<file path="src/rtl/dmem_pkg.sv">
// Shared types and default sizes for the data-memory controller.
package dmem_pkg;

  localparam int unsigned DMEM_DWIDTH     = 16;
  localparam int unsigned DMEM_ADDR_WIDTH = 16;
  localparam int unsigned DMEM_CWIDTH     = 16;
  localparam int unsigned STATE_W         = 3;
  localparam int unsigned BYTE_W          = 8;

  typedef enum logic [STATE_W-1:0] {
    IDLE       = 3'd0,
    WR_ISSUE   = 3'd1,
    RD_ISSUE   = 3'd2,
    RD_CAPTURE = 3'd3,
    RESP       = 3'd4,
    DONE       = 3'd5
  } state_e;

endpackage

</file>
<file path="src/rtl/sat_counter.sv">
// Event counter that sticks at all-ones instead of wrapping.
module sat_counter #(
  parameter int unsigned W = 16
) (
  input  logic         clk,
  input  logic         rst_n,
  input  logic         inc,
  output logic [W-1:0] q
);

  logic [W-1:0] cnt_q;

  always_ff @(posedge clk or negedge rst_n) begin
    if (!rst_n) begin
      cnt_q <= '0;
    end else if (inc && (cnt_q != {W{1'b1}})) begin
      cnt_q <= cnt_q + W'(1);
    end
  end

  assign q = cnt_q;

endmodule

</file>
<file path="src/rtl/data_mem_ctrl.sv">
// Single-outstanding load/store bridge between the core and a byte-wide data RAM,
// with a sticky halt that parks the controller in a terminal dump state.
module data_mem_ctrl
  import dmem_pkg::*;
#(
  parameter int unsigned DWIDTH     = DMEM_DWIDTH,
  parameter int unsigned ADDR_WIDTH = DMEM_ADDR_WIDTH,
  parameter int unsigned CWIDTH     = DMEM_CWIDTH
) (
  input  logic                  clk,
  input  logic                  rst_n,
  input  logic                  req_valid,
  input  logic                  req_we,
  input  logic [ADDR_WIDTH-1:0] req_addr,
  input  logic [DWIDTH-1:0]     req_wdata,
  output logic                  req_ready,
  output logic                  rsp_valid,
  input  logic                  rsp_ready,
  output logic [DWIDTH-1:0]     rsp_rdata,
  input  logic                  halt,
  output logic [ADDR_WIDTH-1:0] ram_addr,
  output logic [DWIDTH-1:0]     ram_din,
  output logic                  ram_we,
  input  logic [DWIDTH-1:0]     ram_dout,
  output logic                  ram_done,
  output logic [CWIDTH-1:0]     rd_count,
  output logic [CWIDTH-1:0]     wr_count
);

  state_e                state_q, state_d;
  logic                  halt_pend_q, halt_pend_d;
  logic                  req_ready_q, req_ready_d;
  logic                  rsp_valid_q, rsp_valid_d;
  logic [DWIDTH-1:0]     rsp_rdata_q, rsp_rdata_d;
  logic [ADDR_WIDTH-1:0] ram_addr_q, ram_addr_d;
  logic [DWIDTH-1:0]     ram_din_q, ram_din_d;
  logic                  ram_we_q, ram_we_d;
  logic                  ram_done_q, ram_done_d;
  logic                  wr_inc, rd_inc;
  logic                  unused_dout_hi;

  // The RAM is byte wide; the upper dout bits carry nothing meaningful.
  assign unused_dout_hi = ^ram_dout[DWIDTH-1:BYTE_W];

  always_ff @(posedge clk or negedge rst_n) begin
    if (!rst_n) begin
      state_q     <= IDLE;
      halt_pend_q <= 1'b0;
      req_ready_q <= 1'b0;
      rsp_valid_q <= 1'b0;
      rsp_rdata_q <= '0;
      ram_addr_q  <= '0;
      ram_din_q   <= '0;
      ram_we_q    <= 1'b0;
      ram_done_q  <= 1'b0;
    end else begin
      state_q     <= state_d;
      halt_pend_q <= halt_pend_d;
      req_ready_q <= req_ready_d;
      rsp_valid_q <= rsp_valid_d;
      rsp_rdata_q <= rsp_rdata_d;
      ram_addr_q  <= ram_addr_d;
      ram_din_q   <= ram_din_d;
      ram_we_q    <= ram_we_d;
      ram_done_q  <= ram_done_d;
    end
  end

  always_comb begin
    state_d     = state_q;
    halt_pend_d = halt_pend_q | halt;
    req_ready_d = 1'b0;
    rsp_valid_d = rsp_valid_q;
    rsp_rdata_d = rsp_rdata_q;
    ram_addr_d  = ram_addr_q;
    ram_din_d   = ram_din_q;
    ram_we_d    = 1'b0;
    ram_done_d  = ram_done_q;
    wr_inc      = 1'b0;
    rd_inc      = 1'b0;

    case (state_q)
      IDLE: begin
        // A request seen together with a fresh halt is still taken; halt retires after it.
        if (halt_pend_q) begin
          state_d = DONE;
        end else if (req_valid && req_ready_q) begin
          ram_addr_d = req_addr;
          ram_din_d  = req_wdata;
          ram_we_d   = req_we;
          state_d    = req_we ? WR_ISSUE : RD_ISSUE;
        end else if (halt) begin
          state_d = DONE;
        end
      end
      WR_ISSUE: begin
        wr_inc  = 1'b1;
        state_d = halt_pend_d ? DONE : IDLE;
      end
      RD_ISSUE: begin
        state_d = RD_CAPTURE;
      end
      RD_CAPTURE: begin
        rsp_rdata_d = DWIDTH'(ram_dout[BYTE_W-1:0]);
        rsp_valid_d = 1'b1;
        state_d     = RESP;
      end
      RESP: begin
        if (rsp_ready) begin
          rsp_valid_d = 1'b0;
          rd_inc      = 1'b1;
          state_d     = halt_pend_d ? DONE : IDLE;
        end
      end
      DONE: begin
        state_d = DONE;
      end
      default: begin
        state_d = IDLE;
      end
    endcase

    if (state_d == DONE) begin
      ram_done_d  = 1'b1;
      rsp_valid_d = 1'b0;
    end
    req_ready_d = (state_d == IDLE);
  end

  sat_counter #(.W(CWIDTH)) u_wr_cnt (
    .clk   (clk),
    .rst_n (rst_n),
    .inc   (wr_inc),
    .q     (wr_count)
  );

  sat_counter #(.W(CWIDTH)) u_rd_cnt (
    .clk   (clk),
    .rst_n (rst_n),
    .inc   (rd_inc),
    .q     (rd_count)
  );

  assign req_ready = req_ready_q;
  assign rsp_valid = rsp_valid_q;
  assign rsp_rdata = rsp_rdata_q;
  assign ram_addr  = ram_addr_q;
  assign ram_din   = ram_din_q;
  assign ram_we    = ram_we_q;
  assign ram_done  = ram_done_q;

endmodule

</file>
<file path="config.mk">
export PLATFORM = sky130hd
export DESIGN_NAME = data_mem_ctrl
export DESIGN_NICKNAME = d
export VERILOG_FILES = /design/src/rtl/dmem_pkg.sv /design/src/rtl/sat_counter.sv /design/src/rtl/data_mem_ctrl.sv
export SDC_FILE = /design/constraint.sdc
export NUM_CORES = 1
export LEC_CHECK = 0
export ABC_AREA = 1
export BUFFER_PORTS_ARGS = -buffer_cell sky130_fd_sc_hd__buf_2
export CAP_MARGIN = 30
export CORE_MARGIN = 4
export CORE_UTILIZATION = 25
export CTS_CLUSTER_DIAMETER = 150
export DETAILED_ROUTE_END_ITERATION = 6
export HOLD_SLACK_MARGIN = 0.08
export PLACE_DENSITY_LB_ADDON = 0.3
export SLEW_MARGIN = 20
export SYNTH_ARGS = -nofsm -noshare
export SYNTH_HDL_FRONTEND = slang
export SYNTH_SLANG_ARGS = --single-unit
</file>
<file path="constraint.sdc">
create_clock -name clk -period 2.18 [get_ports clk]
set_clock_uncertainty 0.05 [all_clocks]
set_input_delay 0.218 -clock clk [delete_from_list [all_inputs] [get_ports clk]]
set_output_delay 0.218 -clock clk [all_outputs]
set_load 0.005 [all_outputs]
</file>
-- Yosys cells after proc, flatten, opt, wreduce, memory -nomap -nowiden
Cells that the tools add are included.
- equality and inequality tests: 9
- muxes and demuxes: 16
- bitwise logic cells: 2
- add/subtract/negate cells: 2
- reduce and logical (&&, ||, !) cells: 8
- operators by type and width (cell ; number):
    $add A16 B1 Y16 const B ; 2
    $ne A16 B16 Y1 const B ; 2
    $pmux W3 S6 ; 1
    $mux W3 ; 5
    $eq A3 B3 Y1 const B ; 3
    $mux W1 ; 8
    $eq A3 B2 Y1 const B ; 2
    $logic_not A3 Y1 ; 2
    $eq A3 B1 Y1 const B ; 1
    $logic_and A1 B1 Y1 ; 3
    $ne A3 B3 Y1 const B ; 1
    $reduce_and A3 Y1 ; 1
    $reduce_bool A3 Y1 ; 1
    $mux W2 ; 1
    $pmux W1 S2 ; 1
    $reduce_and A2 Y1 ; 1
    $not A1 Y1 ; 1
    $or A1 B1 Y1 ; 1
- bits of input ports: 54
- bits in registers: 80
- logic and storage cells: 48

-- Depth between registers and ports, before layout
Gate-level depths: netlist (run 1).
- depth in word-level cells: 7
- depth in mapped cells: 10

-- Modules after synthesis
A second synthesis (run 1) with hierarchy kept.
- cell total of the unflattened synthesis: 537
- area total of the unflattened synthesis: 4312.9 sq um
- modules (own cells, without submodules) (module ; cells each ; instances ; area each (sq um) ; seq. area each (sq um)):
    data_mem_ctrl ; 239 ; 1 ; 2195.9 ; 1201.2
    sat_counter ; 149 ; 2 ; 1058.5 ; 400.4

-- Worst setup path after synthesis (run 1)
No wires, ideal clock.
- path type: register -> register
- start: reg u_wr_cnt.cnt_q[0] (netlist: u_wr_cnt.q[0])
- end: reg u_wr_cnt.cnt_q[5] (netlist: u_wr_cnt.q[5])
- buffers on the path: 1
- setup slack: 648 ps
- data arrival time: 1359 ps
- clock period less this slack: 1532 ps
- cell stages (with the launch flop): 10
- cell sequence: dfrtp_1 > ha_1 > nand3_2 > nor2_4 > nand2_4 > nor2_8 > nor2_4 > buf_6 > nand2_1 > nand2_1
- cells in the longest elaborated chain, start to end: 2
- elaborated cells on any way between the ends: 3
- classes of those cells: add/sub (1); eq/ne (1); reduce/logical (1)
- RTL lines (element ; RTL line ; source):
    from (decl) ; sat_counter.sv:11 ; logic [W-1:0] cnt_q;
    from (signal assigned) ; sat_counter.sv:17 ; cnt_q <= cnt_q + W'(1);
    branches (longest 2 deep; another with $add A16 B1 Y16) ; - ;
Several ways; the timed one is not identified.
A chain may end at the register's enable or synchronous reset.

-- Final worst setup path (run 1)
- start: reg u_wr_cnt.cnt_q[0] (netlist: u_wr_cnt.q[0])
- end: reg u_wr_cnt.cnt_q[9] (netlist: u_wr_cnt.q[9])
The elaborated chain is that of the path after synthesis.

==> results.txt, run 1 <==
status -> finished clean
number of synthesized register bits -> 80
Pre-Repair DR Iteration Count -> 6
critical-path cell list -> ha_1, nand3_2, nor2_4, nand2_4, nor2_8, nor2_4, nand2_1, o21ai_0
CP endpoint kind -> flop
DR iter-0 viols -> 177
Die ar. -> 0.0182 sq mm
post-route minimum period -> 1.71 ns
clock sinks -> 80
Post-synth top cells -> nand2_1 (170), dfrtp_1 (80), inv_1 (57)
total number of vias -> 3462
clk_lat worst skew -> 0.34 ns
largest net degree at the start of global routing -> 66
most frequent cell after synthesis -> nand2_1
Syn Inst Count -> 490
clock share of power -> 52.3%
yosys warns -> 0
Post-Layout Cell Count -> 875
Place WS -> 0.430 ns
Placed Cells -> 817
Die Y -> 135 microns
Util after Layout -> 35.2%
Synth area leader -> dfrtp_1
Arr. time, crit path -> 1.87 ns
CTS tree -> done
internal power -> 2730 uW
met3 WL -> 552 microns
number of cells on the worst reg-to-reg path -> 8
RSZ-0062 raised after global routing -> no
leak pwr -> 0.00299 uW
share of post-route cells with drive strength above 1 -> 24.6%
worst setup path end -> u_wr_cnt.q[9]
final period utilization -> 78.6%
Rows -> 46
Hold Vio Cnt, Final -> 0
Synth cell types -> 31
WL/cell -> 11.3 microns
Area Growth Syn to Fin -> 38.6%
crit-path leading delay family -> simple AND/OR/NAND/NOR gates
startpoint class of the critical path -> flop
top post-synthesis cells by area -> dfrtp_1 (50%), nand2_1 (16%), inv_1 (5.3%)
initial antenna violation count -> 1
CTS H-tree depth -> 3
commonest register cell after synthesis -> dfrtp_1
Seq/Total Area, Yosys -> 49.7%
Post-synth EDFFs -> 0
Starting Density -> 25.4%
gpl congestion -> 0.790
final setup vio count -> 0
I/O pin total -> 138
Setup CP Type -> reg -> reg
Slew @ Worst Pin -> 0.697 ns
Max Cap Viol -> 0
Yosys top cell area share -> 49.7%
most used cell, CP -> nor2_4
setup TNS -> 0 ns
Peak VDD IR -> 0.344 mV
Post-Synthesis Cell Area -> 0.00403 sq mm
total core area -> 0.0158 sq mm
CP max FO -> 17
asr flop ratio synth -> 100%
fmax -> 584 MHz
Net Sw Frac -> 20.3%
CTS root buf -> clkbuf_16
max_slew headroom -> 53.6%
slowest CP cell -> dfrtp_1
CP max stage delay -> 0.44 ns
worst hold-check path type -> in -> reg
met2 wire length -> 4600 microns
GRT overflow -> 0
total CTS buffers -> 9
Clock transition at path regs -> 0.06 ns
Post-Route WL -> 9900 microns
Die Width -> 135 microns
Worst Setup SP -> u_wr_cnt.q[0]
ant diodes -> 0
Port-buffer cells -> 121
DRC -> 0
reg2reg end -> u_wr_cnt.q[9]
GRT Resource Usage Total -> 11.4%
PwrDens -> 613 mW/mm^2
part of the power in registers -> 43.4%
Final Max Slew Viols -> 0
NetSw -> 695 uW
R2R Setup Slk -> 0.47 ns
instance count on the critical path -> 8
met1 wire length -> 4610 microns
vias in the first global route -> 3397
highest routing layer actually used -> met5
Logic pwr share -> 4.3%
Worst EP required -> 2.33 ns
deepest clock path buffer count -> 2
setup ws final -> 0.467 ns
R2R Path Start -> u_wr_cnt.q[0]
Critical path buffers and inverters -> 0
final net count -> 710
cts repair resizes -> 0
Mean Syn Cell Area -> 8.21 sq um
Final ANT Viol Nets -> 0
first-pass GRT wire length -> 16600 microns
hpwl dp -> 6850 microns
vias per inst -> 3.96
-- power by group through the flow --
| stage | clock (uW) | combinational [uW] | sequential (uW) |
|---|---|---|---|
| 3_5_place_dp | 0 | 93.4 | 1510 |
| 2_1_floorplan | 0 | 25.8 | 1510 |
| 4_1_cts | 1860 | 151 | 1480 |
| 6_report | 1790 | 149 | 1480 |
| 3_3_place_gp | 0 | 94.2 | 1510 |
| 5_1_grt | 1920 | 171 | 1480 |
-- metrics by stage --
step	power, uW	hold slack (ns)	area (sq um)
after floorplan	1540	-0.128	4050
after global placement	1610	0.268	4800
after detailed placement	1610	0.269	4800
after CTS	3490	0.124	5580
after global routing	3570	0.164	5580
final	3420	0.141	5580
-- layout by cell type, fill, tap and decap left out, types with 2 or more instances in the layout --
cell           instances
nor2_4                 4
a21oi_1                2
bufinv_16              3
nand2_4                2
ha_1                   2
xor2_1                 9
o21ai_1               30
nor3_1                 5
o21ai_0               22
nor2_1                28
buf_2                120
xnor2_1               16
buf_12                 2
conb_1                 8
clkinv_4               3
dfrtp_1               80
nand3_2                6
buf_4                  2
nand3_1               19
and2_1                 2
clkbuf_16              9
inv_2                  3
dlygate4sd3_1         42
nand4_1                2
nand2_2                3
inv_1                 57
nand2_1              170
-- logic make-up after synthesis --
| kind of cell | Yosys count | synth area share (%) |
|---|---|---|
| simple gates | 246 | 27.2 |
| other cells | 1 | 0.0932 |
| buf+inv | 81 | 10.0 |
| xor+xnor | 25 | 5.44 |
| fa+ha+maj | 2 | 0.622 |
| compound gates | 55 | 6.90 |
| flops | 80 | 49.7 |
-- how the worst min path moves through the flow --
stage | startpoint | endpoint | slack, ns | depth (start not counted)
floorplan | rst_n | halt_pend_q | -0.13 | 0
global route | halt | halt_pend_q | 0.16 | 3
global placement | rst_n | u_rd_cnt.q[11] | 0.27 | 1
CTS | halt | halt_pend_q | 0.12 | 3
detailed placement | rst_n | u_rd_cnt.q[11] | 0.27 | 1
finish | halt | halt_pend_q | 0.14 | 3
-- layout make-up --
cell class / count / area, sq um
fillers: 1615 / 10200
flip-flops and latches: 80 / 2000
multi-input cells: 336 / 1650
repair buffers: 166 / 1080
well taps: 216 / 270
clock buffers: 10 / 239
inverters: 61 / 229
clock inverters: 6 / 116
-- routing by layer --
layer  up-vias  global-route usage (%)
met2        77                    18.3
met1      1547                    14.6
met5         -                       0
met4         2                    3.22
li1       1826                       -
met3        10                    3.84
-- state kept, by name, summed over array words and instances (netlist names), 3 cells and up --
register	flops
ram_addr	16
ram_din	16
u_rd_cnt.q	16
u_wr_cnt.q	16
rsp_rdata	8
state_q	3
-- worst min-delay path, cell delays in order --
cell     delay, ns
buf_2         0.10
inv_1         0.05
nand2_1       0.11
-- repair_timing --
item	4_1_cts	5_1_grt
setup endpoints to repair	0	0
setup buffers	0	0
hold buffers	42	0
hold endpoints to repair	90	0
(Power assumes the default switching activity.)
==> inputs of run 2 (changes only) <==
--- a/config.mk
+++ b/config.mk
@@ -5,7 +5,7 @@
 export SDC_FILE = /design/constraint.sdc
 export NUM_CORES = 1
 export LEC_CHECK = 0
-export ABC_AREA = 1
+export ABC_AREA = 0
 export BUFFER_PORTS_ARGS = -buffer_cell sky130_fd_sc_hd__buf_2
 export CAP_MARGIN = 30
 export CORE_MARGIN = 4
==> constraint.sdc (replaced) <==
create_clock -name clk -period 1.7 [get_ports clk]
set_clock_uncertainty 0.05 [all_clocks]
set_input_delay 0.17 -clock clk [delete_from_list [all_inputs] [get_ports clk]]
set_output_delay 0.17 -clock clk [all_outputs]
set_load 0.005 [all_outputs]
==> run 2 against run 1 <==
Compared with the run above: non-clock buffer count increased by 40; worst setup slack lost 0.46 ns; sequential power up 30%; register-to-register slack lost 0.46 ns; clock power up 22%; utilization increased by 3.7 points; critical path type unchanged; highest routed layer is now met4.
==> results.txt, run 2 <==
status -> finished clean
Yosys top cell area share -> 57.1% (+7.4 points)
Worst EP required -> 1.87 ns (-0.46 ns)
top post-synthesis cells by area -> dfrtp_1 (57%), mux2_2 (14%), xnor2_1 (5.0%)
final setup vio count -> 0 (unchanged)
Peak VDD IR -> 0.338 mV (-1.7%)
vias in the first global route -> 2987 (-12%)
slowest CP cell -> or4b_4
CTS tree -> done
clock sinks -> 80 (unchanged)
number of synthesized register bits -> 80 (unchanged)
vias per inst -> 4.20 (+6.2%)
CTS root buf -> clkbuf_16
final total power -> 4340 uW (+27%)
commonest register cell after synthesis -> dfrtp_1
part of the power in registers -> 44.4% (+1.0 points)
Hold Vio Cnt, Final -> 0 (unchanged)
Logic pwr share -> 5.2% (+0.9 points)
Post-synth top cells -> dfrtp_1 (80), mux2_2 (44), nand2_1 (24)
leak pwr -> 0.00277 uW (-7.1%)
final net count -> 535 (-25%)
Starting Density -> 25.3% (-0.085 points)
CTS H-tree depth -> 3 (unchanged)
I/O pin total -> 138 (unchanged)
deepest clock path buffer count -> 2 (unchanged)
critical-path cell list -> nor2_4, or4b_4, buf_12, mux2_4
Max Cap Viol -> 0 (unchanged)
Post-Layout Cell Count -> 663 (-24%)
Placed Cells -> 604 (-26%)
yosys warns -> 0 (unchanged)
Die Y -> 126 microns (-6.3%)
ant diodes -> 0 (unchanged)
most frequent cell after synthesis -> dfrtp_1
Rows -> 43 (-6.5%)
Setup CP Type -> reg -> reg
Synth area leader -> dfrtp_1
post-route minimum period -> 1.70 ns (-0.0159 ns)
gpl congestion -> 0.765 (-3.2%)
internal power -> 3480 uW (+28%)
worst hold-check path type -> in -> reg
Synth cell types -> 46 (+48%)
initial antenna violation count -> 0 (-1)
CP endpoint kind -> flop
NetSw -> 861 uW (+24%)
GRT overflow -> 0 (unchanged)
PwrDens -> 805 mW/mm^2 (+31%)
most common cell after layout, fill and taps aside -> buf_2
Syn Inst Count -> 271 (-45%)
crit-path leading delay family -> simple AND/OR/NAND/NOR gates
startpoint class of the critical path -> flop
RSZ-0062 raised after global routing -> yes
commonest non-fill, non-tap cells in the layout -> buf_2 (120), dfrtp_1 (78), dlygate4sd3_1 (43)
hpwl dp -> 6200 microns (-9.5%)
Die Width -> 126 microns (-6.3%)
Clock transition at path regs -> 0.06 ns (about the same)
Post-Synthesis Cell Area -> 0.00350 sq mm (-13%)
Area Growth Syn to Fin -> 53.8%
first-pass GRT wire length -> 14300 microns (-14%)
CP max FO -> 33 (+16)
clock share of power -> 50.4% (-1.9 points)
FILL cells -> 1342 (-17%)
DR iter-0 viols -> 61 (-66%)
Final ANT Viol Nets -> 0 (unchanged)
Critical path buffers and inverters -> 1 (+1)
GRT Resource Usage Total -> 11.0% (-0.36 points)
total CTS buffers -> 9 (unchanged)
Port-buffer cells -> 121 (unchanged)
Post-synth EDFFs -> 0 (unchanged)
Post-Route WL -> 8540 microns (-14%)
DRC -> 0 (unchanged)
Final Max Slew Viols -> 0 (unchanged)
fmax -> 589 MHz (+0.94%)
final period utilization -> 99.8% (+21 points)
total number of vias -> 2787 (-19%)
WL/cell -> 12.9 microns (+14%)
total core area -> 0.0138 sq mm (-13%)
share of post-route cells with drive strength above 1 -> 49.7% (+25 points)
Arr. time, crit path -> 1.87 ns (about the same)
Seq/Total Area, Yosys -> 57.1% (+7.4 points)
clk_lat worst skew -> 0.34 ns (about the same)
Mean Syn Cell Area -> 12.9 sq um (+57%)
Net Sw Frac -> 19.8% (-0.46 points)
Pre-Repair DR Iteration Count -> 4 (-2)
CP max stage delay -> 0.48 ns (+0.04 ns)
largest net degree at the start of global routing -> 38 (-42%)
asr flop ratio synth -> 100% (unchanged)
Die ar. -> 0.0160 sq mm (-12%)
[run 2: tightest hold or removal path, delay by kind of cell]
kind                   cells  cell delay (ns)
AND/OR/NAND/NOR            2             0.18
buffers and inverters      1             0.10
AO/OA/AOI/OAI              1             0.17
[run 2: final cells by class]
| cell class | count | area [sq um] | area share [%] |
|---|---|---|---|
| clock buffer | 9 | 225 | 4.18 |
| clock inverter | 6 | 109 | 2.02 |
| inverter | 4 | 15.0 | 0.279 |
| multi-input combinational | 178 | 1420 | 26.4 |
| sequential | 80 | 2000 | 37.2 |
| tap | 180 | 225 | 4.18 |
| timing repair buffer | 206 | 1390 | 25.7 |
[run 2: stage by stage]
stage | hold WS [ns] | util (%) | instance area (sq um) | setup TNS, ns | worst slack [ns]
6_report | 0.275 | 39.0 | 5390 | 0 | 0.00286
5_1_grt | 0.306 | 39.0 | 5390 | -0.923 | -0.0468
4_1_cts | 0.264 | 38.7 | 5350 | -0.0216 | -0.00824
3_5_place_dp | 0.113 | 33.1 | 4580 | -0.0104 | -0.0104
3_3_place_gp | 0.107 | 33.1 | 4580 | 0 | 0.0243
2_1_floorplan | -0.176 | - | 3580 | -0.899 | -0.0551
[run 2: cell families (layout without fill, tap and decap cells)]
family	count (synthesis)	after routing	synth area share, %
DFF	80	80	57.1
and+or+nand+nor	79	79	12.2
muxes	47	47	15.2
xor gates and xnor gates	23	23	5.75
buffers and inverters	20	225	4.75
AOI/OAI and AO/OA	19	19	4.11
adders and majority gates	2	2	0.714
other	1	8	0.107
[run 2: power groups by stage]
stage	sequential [uW]	combinational (uW)	clock [uW]
after floorplan	1960	34.3	0
after global placement	1960	149	0
after detailed placement	1960	152	0
after CTS	1930	229	2250
after global routing	1930	254	2330
final	1930	225	2190
[run 2: per-layer routing]
| metal | up-vias | global-route usage, % | wire (microns) |
|---|---|---|---|
| met5 | - | 0 | 0 |
| met2 | 84 | 18.1 | 4090 |
| met4 | 0 | 5.11 | 204 |
| li1 | 1364 | - | - |
| met1 | 1321 | 13.2 | 3690 |
| met3 | 18 | 3.33 | 558 |
[run 2: repair_timing]
action | CTS | global route
gates resized for setup | 1 | 10
hold endpoints to repair | 71 | 0
hold buffers | 43 | 0
setup endpoints to repair | 5 | 43
buffers inserted | 0 | 1
pin swaps | 0 | 3
[run 2: final timing paths]
check	cells after the start	slack [ns]	from	to
worst max-delay path	4	0.003	state_q[2]	ram_addr[10]
worst min-delay path	4	0.27	req_valid	state_q[1]
worst max register to register	4	0.003	state_q[2]	ram_addr[10]
worst min register to register	1	0.44	u_rd_cnt.q[14]	u_rd_cnt.q[14]
max in group asynchronous	3	0.75	rst_n	ram_we
min in group asynchronous	2	0.29	rst_n	u_rd_cnt.q[7]
==> inputs of run 3 (changes only) <==
--- a/config.mk
+++ b/config.mk
@@ -6,8 +6,10 @@
 export NUM_CORES = 1
 export LEC_CHECK = 0
 export ABC_AREA = 0
-export BUFFER_PORTS_ARGS = -buffer_cell sky130_fd_sc_hd__buf_2
+export BUFFER_PORTS_ARGS = -buffer_cell sky130_fd_sc_hd__clkbuf_2
 export CAP_MARGIN = 30
+export CELL_PAD_IN_SITES_DETAIL_PLACEMENT = 0
+export CELL_PAD_IN_SITES_GLOBAL_PLACEMENT = 1
 export CORE_MARGIN = 4
 export CORE_UTILIZATION = 25
 export CTS_CLUSTER_DIAMETER = 150
==> run 3 against run 2 <==
Compared with the run above: clock power fell by 19%; highest routed layer unchanged; critical endpoint is now ram_addr[11]; combinational power fell by 2%; hold slack got worse by 0.070 ns; die area did not move; global-route usage fell by 0.25 points; clock-buffer cell count rose by 2; via count barely moved.
==> results.txt, run 3 (same netlist as run 2, synthesis figures left out) <==
critical-path cell list -> nor2_4, or4b_4, buf_12, mux2_4
hpwl dp -> 6130 microns (-1.1%)
Port-buffer cells -> 121 (unchanged)
final net count -> 530 (-0.93%)
CTS tree -> done
Starting Density -> 25.3% (unchanged)
CP endpoint kind -> flop
CP max stage delay -> 0.48 ns (about the same)
clock sinks -> 80 (unchanged)
Die ar. -> 0.0160 sq mm (unchanged)
slowest CP cell -> or4b_4
area of placed instances -> 0.00455 sq mm (-0.66%)
GRT overflow -> 0 (unchanged)
PwrDens -> 741 mW/mm^2 (-8.0%)
total core area -> 0.0138 sq mm (unchanged)
share of post-route cells with drive strength above 1 -> 49.7% (about the same)
startpoint class of the critical path -> flop
gpl congestion -> 0.740 (-3.2%)
M1 GR Usage -> 13.0% (-0.28 points)
Finished Cell Area -> 0.00530 sq mm (-1.7%)
final hold slack -> 0.204 ns (-0.0701 ns)
Post-Route WL -> 8210 microns (-3.8%)
clk_lat worst skew -> 0.34 ns (about the same)
Clock transition at path regs -> 0.06 ns (about the same)
commonest non-fill, non-tap cells in the layout -> clkbuf_2 (120), dfrtp_1 (78), dlygate4sd3_1 (43)
Max Cap Viol -> 0 (unchanged)
final total power -> 3930 uW (-9.5%)
Place WS -> 0.00693 ns (+0.0174 ns)
GRT Resource Usage Total -> 10.7% (-0.25 points)
worst setup path end -> ram_addr[11]
status -> finished clean
post-route minimum period -> 1.68 ns (-0.0186 ns)
setup TNS -> 0 ns (unchanged)
post-CTS setup repair buffer count -> 0 (unchanged)
Worst Setup SP -> state_q[2]
Pre-Repair DR Iteration Count -> 4 (unchanged)
R2R Path Start -> state_q[2]
leak pwr -> 0.00269 uW (-3.2%)
ant diodes -> 0 (unchanged)
first-pass GRT wire length -> 13800 microns (-3.1%)
DRC -> 0 (unchanged)
RSZ-0062 raised after global routing -> yes
Area Growth Syn to Fin -> 51.2%
CTS H-tree depth -> 3 (unchanged)
vias per inst -> 4.23 (+0.57%)
I/O pin total -> 138 (unchanged)
Setup CP Type -> reg -> reg
deepest clock path buffer count -> 2 (unchanged)
Die Y -> 126 microns (unchanged)
number of cells on the worst reg-to-reg path -> 4 (unchanged)
met2 usage -> 17.4% (-0.62 points)
crit-path leading delay family -> simple AND/OR/NAND/NOR gates
WL/cell -> 12.5 microns (-3.3%)
Die Width -> 126 microns (unchanged)
Critical path buffers and inverters -> 1 (unchanged)
GR Layer Usage met3 -> 3.03% (-0.29 points)
Worst EP required -> 1.88 ns (about the same)
most common cell after layout, fill and taps aside -> clkbuf_2
total CTS buffers -> 9 (unchanged)
CTS root buf -> clkbuf_16
reg2reg end -> ram_addr[11]
Final ANT Viol Nets -> 0 (unchanged)
Arr. time, crit path -> 1.86 ns (about the same)
largest net degree at the start of global routing -> 43 (+13%)
setup ws final -> 0.0215 ns (+0.0186 ns)
Hold Vio Cnt, Final -> 0 (unchanged)
fmax -> 596 MHz (+1.1%)
vias in the first global route -> 2842 (-4.9%)
total number of vias -> 2786 (-0.036%)
R2R Setup Slk -> 0.02 ns (+0.02 ns)
CP max FO -> 33 (unchanged)
Rows -> 43 (unchanged)
Peak VDD IR -> 0.324 mV (-4.2%)
final setup vio count -> 0 (unchanged)
Final Max Slew Viols -> 0 (unchanged)
worst hold-check path type -> in -> async
initial antenna violation count -> 0 (unchanged)
final period utilization -> 98.7% (-1.1 points)
GRT busiest layer -> met2
instance count on the critical path -> 4 (unchanged)
DR iter-0 viols -> 117 (+92%)
## run 3: cell types whose count changed in the layout (fill, tap and decap cells not counted), moves of 2 or more
cell / delta
clkbuf_2: +120
buf_2: -120
nor2_2: +2
buf_4: -4
nor2_1: -2
bufinv_16: -3
## run 3: timing repair
action | 4_1_cts | 5_1_grt
setup endpoints to repair | 0 | 45
hold endpoints to repair | 122 | 0
hold buffers | 43 | 0
resized for setup | 0 | 13
## run 3: final cells by class
type,count,area (sq um)
Tap cell,180,225
Fill cell,1364,8530
Clock buffer,11,243
Sequential cell,80,2000
Clock inverter,5,32.5
Inverter,4,15.0
Multi-Input combinational cell,178,1430
Timing Repair Buffer,201,1350
## run 3: worst min-delay path by stage
stage / start / endpoint / depth (start not counted)
after floorplan: rst_n / halt_pend_q / 0
final: rst_n / ram_we / 2
after CTS: rst_n / ram_addr[12] / 2
after detailed placement: rst_n / state_q[1] / 1
after global routing: rst_n / state_q[1] / 2
after global placement: rst_n / state_q[1] / 1
## run 3: where the power goes
part	switching, uW	leakage (uW)	internal [uW]	total [uW]
combinational	86.6	0.00147	134	220
sequential	8.20	0.00107	1920	1930
clock	753	0.000139	1030	1780
## run 3: metal layers
layer  routed length [microns]  share of wire, %  vias up
li1                          -                 -     1347
met1                      3610                44     1341
met2                      3890                47       84
met3                       534               6.5       14
met4                       187               2.3        0
met5                         0                 0        -
## run 3: metrics by stage
step	std cells	util, %
detailed placement	600	32.9
global route	659	38.3
finish	659	38.3
global placement	600	32.9
CTS	659	38.0
floorplan	278	-
